**config.mk**
```make
export PLATFORM = sky130hd
export DESIGN_NAME = vga_scan_reader
export DESIGN_NICKNAME = d
export VERILOG_FILES = /design/src/rtl/vga_scan_reader.sv
export SDC_FILE = /design/constraint.sdc
export NUM_CORES = 1
export LEC_CHECK = 0
export BUFFER_PORTS_ARGS = -buffer_cell sky130_fd_sc_hd__buf_2
export CAP_MARGIN = 10
export CORE_MARGIN = 2
export CORE_UTILIZATION = 55
export CTS_CLUSTER_DIAMETER = 200
export DETAILED_ROUTE_END_ITERATION = 8
export PLACE_DENSITY = 0.82
export SLEW_MARGIN = 40
export SYNTH_ARGS = -nofsm -noshare
export SYNTH_HDL_FRONTEND = slang
export SYNTH_SLANG_ARGS = --single-unit
```
**constraint.sdc**
```tcl
create_clock -name clk -period 7.2 [get_ports clk]
set_input_delay 2.16 -clock clk [delete_from_list [all_inputs] [get_ports clk]]
set_output_delay 2.16 -clock clk [all_outputs]
set_load 0.02 [all_outputs]
```
**src/rtl/vga_scan_reader.sv**
```systemverilog
// Display-side frame RAM reader: 640x480@60 VGA timing at half the system clock.
// Each stored pixel is repeated over a 2^SCALE_SHIFT square of screen pixels, and the result is registered as RGB332.
module vga_scan_reader #(
    parameter int          H_ACTIVE    = 640,
    parameter int          H_FP        = 16,
    parameter int          H_SYNC      = 96,
    parameter int          H_BP        = 48,
    parameter int          V_ACTIVE    = 480,
    parameter int          V_FP        = 10,
    parameter int          V_SYNC      = 2,
    parameter int          V_BP        = 33,
    parameter int          SCALE_SHIFT = 2,
    parameter int          FB_WIDTH    = 160,
    parameter logic [23:0] BASE_ADDR   = 24'h000000
) (
    input  logic        clk,
    input  logic        reset,
    output logic [23:0] vga_address,
    input  logic [15:0] vga_data,
    output logic        hsync,
    output logic        vsync,
    output logic [2:0]  red,
    output logic [2:0]  green,
    output logic [1:0]  blue,
    output logic        video_on,
    output logic        frame_start
);
    localparam int H_TOTAL = H_ACTIVE + H_FP + H_SYNC + H_BP;
    localparam int V_TOTAL = V_ACTIVE + V_FP + V_SYNC + V_BP;

    localparam logic [9:0]  H_LAST   = 10'(H_TOTAL - 1);
    localparam logic [9:0]  V_LAST   = 10'(V_TOTAL - 1);
    localparam logic [9:0]  H_VIS    = 10'(H_ACTIVE);
    localparam logic [9:0]  V_VIS    = 10'(V_ACTIVE);
    localparam logic [9:0]  HS_START = 10'(H_ACTIVE + H_FP);
    localparam logic [9:0]  HS_END   = 10'(H_ACTIVE + H_FP + H_SYNC);
    localparam logic [9:0]  VS_START = 10'(V_ACTIVE + V_FP);
    localparam logic [9:0]  VS_END   = 10'(V_ACTIVE + V_FP + V_SYNC);
    localparam logic [23:0] FB_W     = 24'(FB_WIDTH);

    logic        tick_q, tick_d;
    logic [9:0]  h_q, h_d;
    logic [9:0]  v_q, v_d;
    logic [23:0] addr_q, addr_d;
    logic        hsync_q, hsync_d;
    logic        vsync_q, vsync_d;
    logic [2:0]  red_q, red_d;
    logic [2:0]  green_q, green_d;
    logic [1:0]  blue_q, blue_d;
    logic        video_on_q, video_on_d;
    logic        frame_start_q, frame_start_d;

    logic        visible;
    logic [23:0] pix_addr;
    logic        unused_hi;

    assign visible   = (h_q < H_VIS) && (v_q < V_VIS);
    assign pix_addr  = BASE_ADDR + 24'(v_q >> SCALE_SHIFT) * FB_W + 24'(h_q >> SCALE_SHIFT);
    assign unused_hi = ^vga_data[15:8];

    always_comb begin
        tick_d        = ~tick_q;
        h_d           = h_q;
        v_d           = v_q;
        addr_d        = addr_q;
        hsync_d       = hsync_q;
        vsync_d       = vsync_q;
        red_d         = red_q;
        green_d       = green_q;
        blue_d        = blue_q;
        video_on_d    = video_on_q;
        frame_start_d = 1'b0;

        if (!tick_q) begin
            // Pixel edge: h_q/v_q still describe the pixel whose read data is now on vga_data.
            if (h_q == H_LAST) begin
                h_d = '0;
                v_d = (v_q == V_LAST) ? '0 : v_q + 10'd1;
            end else begin
                h_d = h_q + 10'd1;
            end
            hsync_d       = !((h_q >= HS_START) && (h_q < HS_END));
            vsync_d       = !((v_q >= VS_START) && (v_q < VS_END));
            video_on_d    = visible;
            red_d         = visible ? vga_data[7:5] : 3'd0;
            green_d       = visible ? vga_data[4:2] : 3'd0;
            blue_d        = visible ? vga_data[1:0] : 2'd0;
            frame_start_d = (h_q == '0) && (v_q == '0);
        end else begin
            addr_d = visible ? pix_addr : BASE_ADDR;
        end
    end

    always_ff @(posedge clk) begin
        if (reset) begin
            tick_q        <= 1'b0;
            h_q           <= '0;
            v_q           <= '0;
            addr_q        <= BASE_ADDR;
            hsync_q       <= 1'b1;
            vsync_q       <= 1'b1;
            red_q         <= '0;
            green_q       <= '0;
            blue_q        <= '0;
            video_on_q    <= 1'b0;
            frame_start_q <= 1'b0;
        end else begin
            tick_q        <= tick_d;
            h_q           <= h_d;
            v_q           <= v_d;
            addr_q        <= addr_d;
            hsync_q       <= hsync_d;
            vsync_q       <= vsync_d;
            red_q         <= red_d;
            green_q       <= green_d;
            blue_q        <= blue_d;
            video_on_q    <= video_on_d;
            frame_start_q <= frame_start_d;
        end
    end

    assign vga_address = addr_q;
    assign hsync       = hsync_q;
    assign vsync       = vsync_q;
    assign red         = red_q;
    assign green       = green_q;
    assign blue        = blue_q;
    assign video_on    = video_on_q;
    assign frame_start = frame_start_q;
endmodule

```
## Yosys cells after proc, flatten, opt, wreduce, memory -nomap -nowiden

Cells that the tools add are included.

| word-level totals | value |
|---|---|
| register bits after elaboration | 57 |
| logic and storage cells | 40 |

| cells by class | value |
|---|---|
| add/sub/neg operators | 3 |
| multiply operators | 1 |
| magnitude comparators | 6 |
| equal/unequal tests | 2 |
| mux-type cells | 6 |
| bitwise gates (word level) | 1 |
| reduce and logical (&&, ||, !) cells | 10 |

Operators with widths:

| kind | number |
|---|---|
| $add A10 B1 Y10 const B | 2 |
| $eq A10 B10 Y1 const B | 2 |
| $logic_not A10 Y1 | 2 |
| $lt A10 B10 Y1 const B | 2 |
| $lt A10 B9 Y1 const B | 2 |
| $mux W10 | 2 |
| $add A16 B8 Y17 | 1 |
| $mux W17 | 1 |
| $mul A8 B3 Y11 const B | 1 |
| $ge A10 B10 Y1 const B | 1 |
| $ge A10 B9 Y1 const B | 1 |
| $mux W3 | 2 |
| $logic_and A1 B1 Y1 | 4 |
| $logic_not A1 Y1 | 2 |
| $mux W2 | 1 |
| $reduce_and A2 Y1 | 1 |
| $reduce_or A2 Y1 | 1 |
| $not A1 Y1 | 1 |

## Longest topological paths before layout

| logic depth | value |
|---|---|
| word-level depth | 3 |
| mapped depth | 8 |

## Least setup slack after synthesis

Ideal clock, no wire load.

| timing path | value |
|---|---|
| kind | input -> register |
| start | in reset |
| end | reg addr_q[14], in the netlist vga_address[14] |
| library setup time | 0.079 ns |
| data arrival time | 3.309 ns |
| required time | 7.121 ns |
| path slack | 3.812 ns |
| stages | 6 |
| buffers on the path | 2 |
| path through | clkbuf_1 nor2b_1 buf_2 nand4_1 a311o_1 o211ai_1 |

RTL lines:

| what | RTL line | source |
|---|---|---|
| start, declared | 17 | `input logic reset,` |
| end signal, assigned | 111 | `addr_q <= addr_d;` |
| end, declared | 44 | `logic [23:0] addr_q, addr_d;` |

==> impl_results.md <==
* Outcome: completed
* N_diodes at 0
* Vias at 2090
* Final Max Slew Viols at 0
* DRC at 0
* Crit path max fanout at 18
* Placed Area at 2751 um^2
* CP max stage cell: nor2b_1
* Area contributors post-synth: dfxtp_1 39%, ha_1 9.3%, a22o_1 5.1%
* Post-synth EDFFs at 0
* Synth top area share at 39.10%
* Synth cell types at 45
* Total Negative Setup Slacks at 0 ns
* CP max stage delay at 0.64 ns
* GP Congestion at 0.8187
* Top-level I/O count at 54
* Starting Density at 57.99%
* Clock tree buffer depth at 2
* Measured slew at the worst slew-check pin at 0.7553 ns
* Core Area at 4414 um^2
* First-pass GRT wire length at 8487 um
* Hold Slack at 0.4467 ns
* CP cell instances: buf_2 > nor2b_1 > nand4_1 > a311o_1 > o211ai_1
* Remaining antenna violation count at 0
* Synthesis Warnings at 0
* Total Die Area at 5216 um^2
* Row count at 24
* Cell taking the most area after synthesis: dfxtp_1
* Leak at 1.263 nW
* Ys flop type: dfxtp_1
* Period minus WS final at 3.748 ns
* First drt pass iteration count at 4
* Detailed Place HPWL at 3699 um
* CP required at 7.43 ns
* Port bufs at 38
* Initial antenna violation count at 0
* Gr usage total at 20.46%
* Post-synthesis async set-or-reset flop share at 0%
* Post-CTS Resized at 0
* Max-cap viol count at 0
* Worst vdd ir at 0.09688 mV
* H-tree Lvls at 2
* Die width at 72.23 um
* CP Capture Type: register
* Power per Cell Area at 174.3 nW/um^2
* Routed WL at 5093 um
* Pre-CTS WS at 3.094 ns
* Area Growth Syn to Fin at 11.19%
* Post-route insts no fill at 366
* Per-cell routed wire length at 13.92 um
* CP startpoint kind: input pin
* Cell area after layout at 2846 um^2
* Register bit total from synthesis at 50
* DR iter-0 viols at 88
* Clock latency on the worst-skew pair at 0.31 ns
* Worst setup path class: input pin to register
* Final hold viol count at 0
* Die height at 72.23 um
* Clock root buffer: clkbuf_8
* Placed cell count at 358
* Share of cells above drive strength 1 at 16.24%
* Worst Hold Class: register to register
* Syn avg cell area at 9.175 um^2
* Fmax at 0.2668 GHz
* Sink Count at 50
* Largest net degree at the start of global routing at 19
* Slack of the critical path at 3.452 ns
* Number of global-route vias before repair at 1923
* Worst slew margin at 49.54%
* Total CTS buffers at 5
* Final period utilization at 52.05%
* Layout Nets at 352
* Post-CTS Setup Inserts at 0
* CTS tree: yes
* Worst Path Arrival at 3.98 ns
* RSZ-0062 raised after global routing: false
* Sequential share of the synthesized area at 39.10%
* Global route total overflow at 0
* Final setup violating endpoints at 0
* Gate Count Post-Synth at 279
* Synthesized area at 2560 um^2
* Clock skew at 0.009955 ns
* CTS Hold Bufs at 0
* Worst-path clk slew at 0.09 ns
* Vias/cell at 5.710
power breakdown:
| part | switching [mW] | internal (mW) | total, mW |
|---|---|---|---|
| Combinational | 0.0229 | 0.0132 | 0.0361 |
| Clock | 0.100 | 0.0716 | 0.172 |
| Sequential | 0.00539 | 0.283 | 0.288 |
| Total | 0.128 | 0.368 | 0.496 |
synth_stat cells (3+ instances only):
master / count
nor3_1: 12
dfxtp_1: 50
and3_1: 6
nor2b_1: 5
buf_4: 7
a22o_1: 15
nand2_1: 24
clkbuf_1: 9
a21o_1: 4
nor4_1: 6
a21oi_1: 8
xor2_1: 12
nor3b_1: 3
xnor2_1: 13
nor2_1: 21
ha_1: 19
o21ai_1: 8
inv_1: 10
nand3_1: 4
nand4_1: 9
critical path, delay by kind of cell:
| family | cells | cell delay (ns) |
|---|---|---|
| compound gates | 2 | 0.52 |
| buf+inv | 1 | 0.21 |
| simple gates | 2 | 1.08 |
layout by cell type, fill, tap and decap left out, types with 4 or more instances in the layout:
| cell | netlist | routed |
|---|---|---|
| xor2_1 | 12 | 12 |
| nand4_1 | 9 | 9 |
| ha_1 | 19 | 19 |
| nor2b_1 | 5 | 5 |
| nor2_1 | 21 | 20 |
| nand3_1 | 4 | 4 |
| o21ai_1 | 8 | 8 |
| conb_1 | 1 | 7 |
| buf_2 | 2 | 38 |
| nand2_1 | 24 | 24 |
| xnor2_1 | 13 | 13 |
| and3_1 | 6 | 6 |
| a21o_1 | 4 | 4 |
| nor3_1 | 12 | 12 |
| dfxtp_1 | 50 | 50 |
| nor4_1 | 6 | 6 |
| inv_1 | 10 | 10 |
| clkbuf_8 | 0 | 5 |
| a22o_1 | 15 | 15 |
| a21oi_1 | 8 | 8 |
cells by family (layout without fill, tap and decap cells):
| kind of cell | count (synthesis) | count (layout) | share of synthesized area [%] |
|---|---|---|---|
| other cells | 1 | 7 | 0.1465 |
| fa+ha+maj | 21 | 21 | 10.85 |
| xor+xnor | 25 | 25 | 8.553 |
| simple gates | 104 | 104 | 21.85 |
| compound gates | 48 | 48 | 13.49 |
| mux | 2 | 2 | 0.7820 |
| flops | 50 | 50 | 39.10 |
| buf+inv | 28 | 57 | 5.230 |
layout make-up:
class | count | area (um^2)
timing repair buffer | 39 | 197.7
clock buffer | 5 | 68.82
sequential | 50 | 1001
clock inverter | 3 | 26.28
multi-input combinational | 207 | 1450
fill | 376 | 1568
inverter | 10 | 37.54
tap | 52 | 65.06
through the flow:
| step | power (mW) | util (%) |
|---|---|---|
| 6_report | 0.4961 | 64.48 |
| 5_1_grt | 0.5135 | 64.48 |
| 4_1_cts | 0.5004 | 64.48 |
| 3_5_place_dp | 0.3310 | 62.33 |
| 3_3_place_gp | 0.3300 | 62.27 |
| 2_1_floorplan | 0.3229 | - |
metal layers:
| layer | wire length (um) | track usage (%) |
|---|---|---|
| met1 | 2361 | 24.83 |
| met2 | 2397 | 35.47 |
| met3 | 265 | 4.583 |
| met4 | 69 | 7.338 |
| met5 | 0 | 0 |
worst paths after layout:
| kind | startpoint | end | slack [ns] | cells past startpoint |
|---|---|---|---|---|
| setup reg to reg | v_q[3]$_SDFFE_PP0P_ | vga_address[14]$_SDFFE_PP0P_ | 4.30 | 8 |
| hold reg to reg | vga_address[12]$_SDFFE_PP0P_ | vga_address[12]$_SDFFE_PP0P_ | 0.45 | 2 |
| setup / recovery | reset | vga_address[14]$_SDFFE_PP0P_ | 3.45 | 5 |
| hold / removal | vga_address[12]$_SDFFE_PP0P_ | vga_address[12]$_SDFFE_PP0P_ | 0.45 | 2 |
state kept, by name (all words and copies together) (netlist names):
| register | cells |
|---|---|
| vga_address | 17 |
| h_q | 10 |
| v_q | 10 |
| green | 3 |
| red | 3 |
| blue | 2 |
| frame_start | 1 |
| hsync | 1 |
| tick_q | 1 |
| video_on | 1 |
| vsync | 1 |
(Power assumes the default switching activity.)
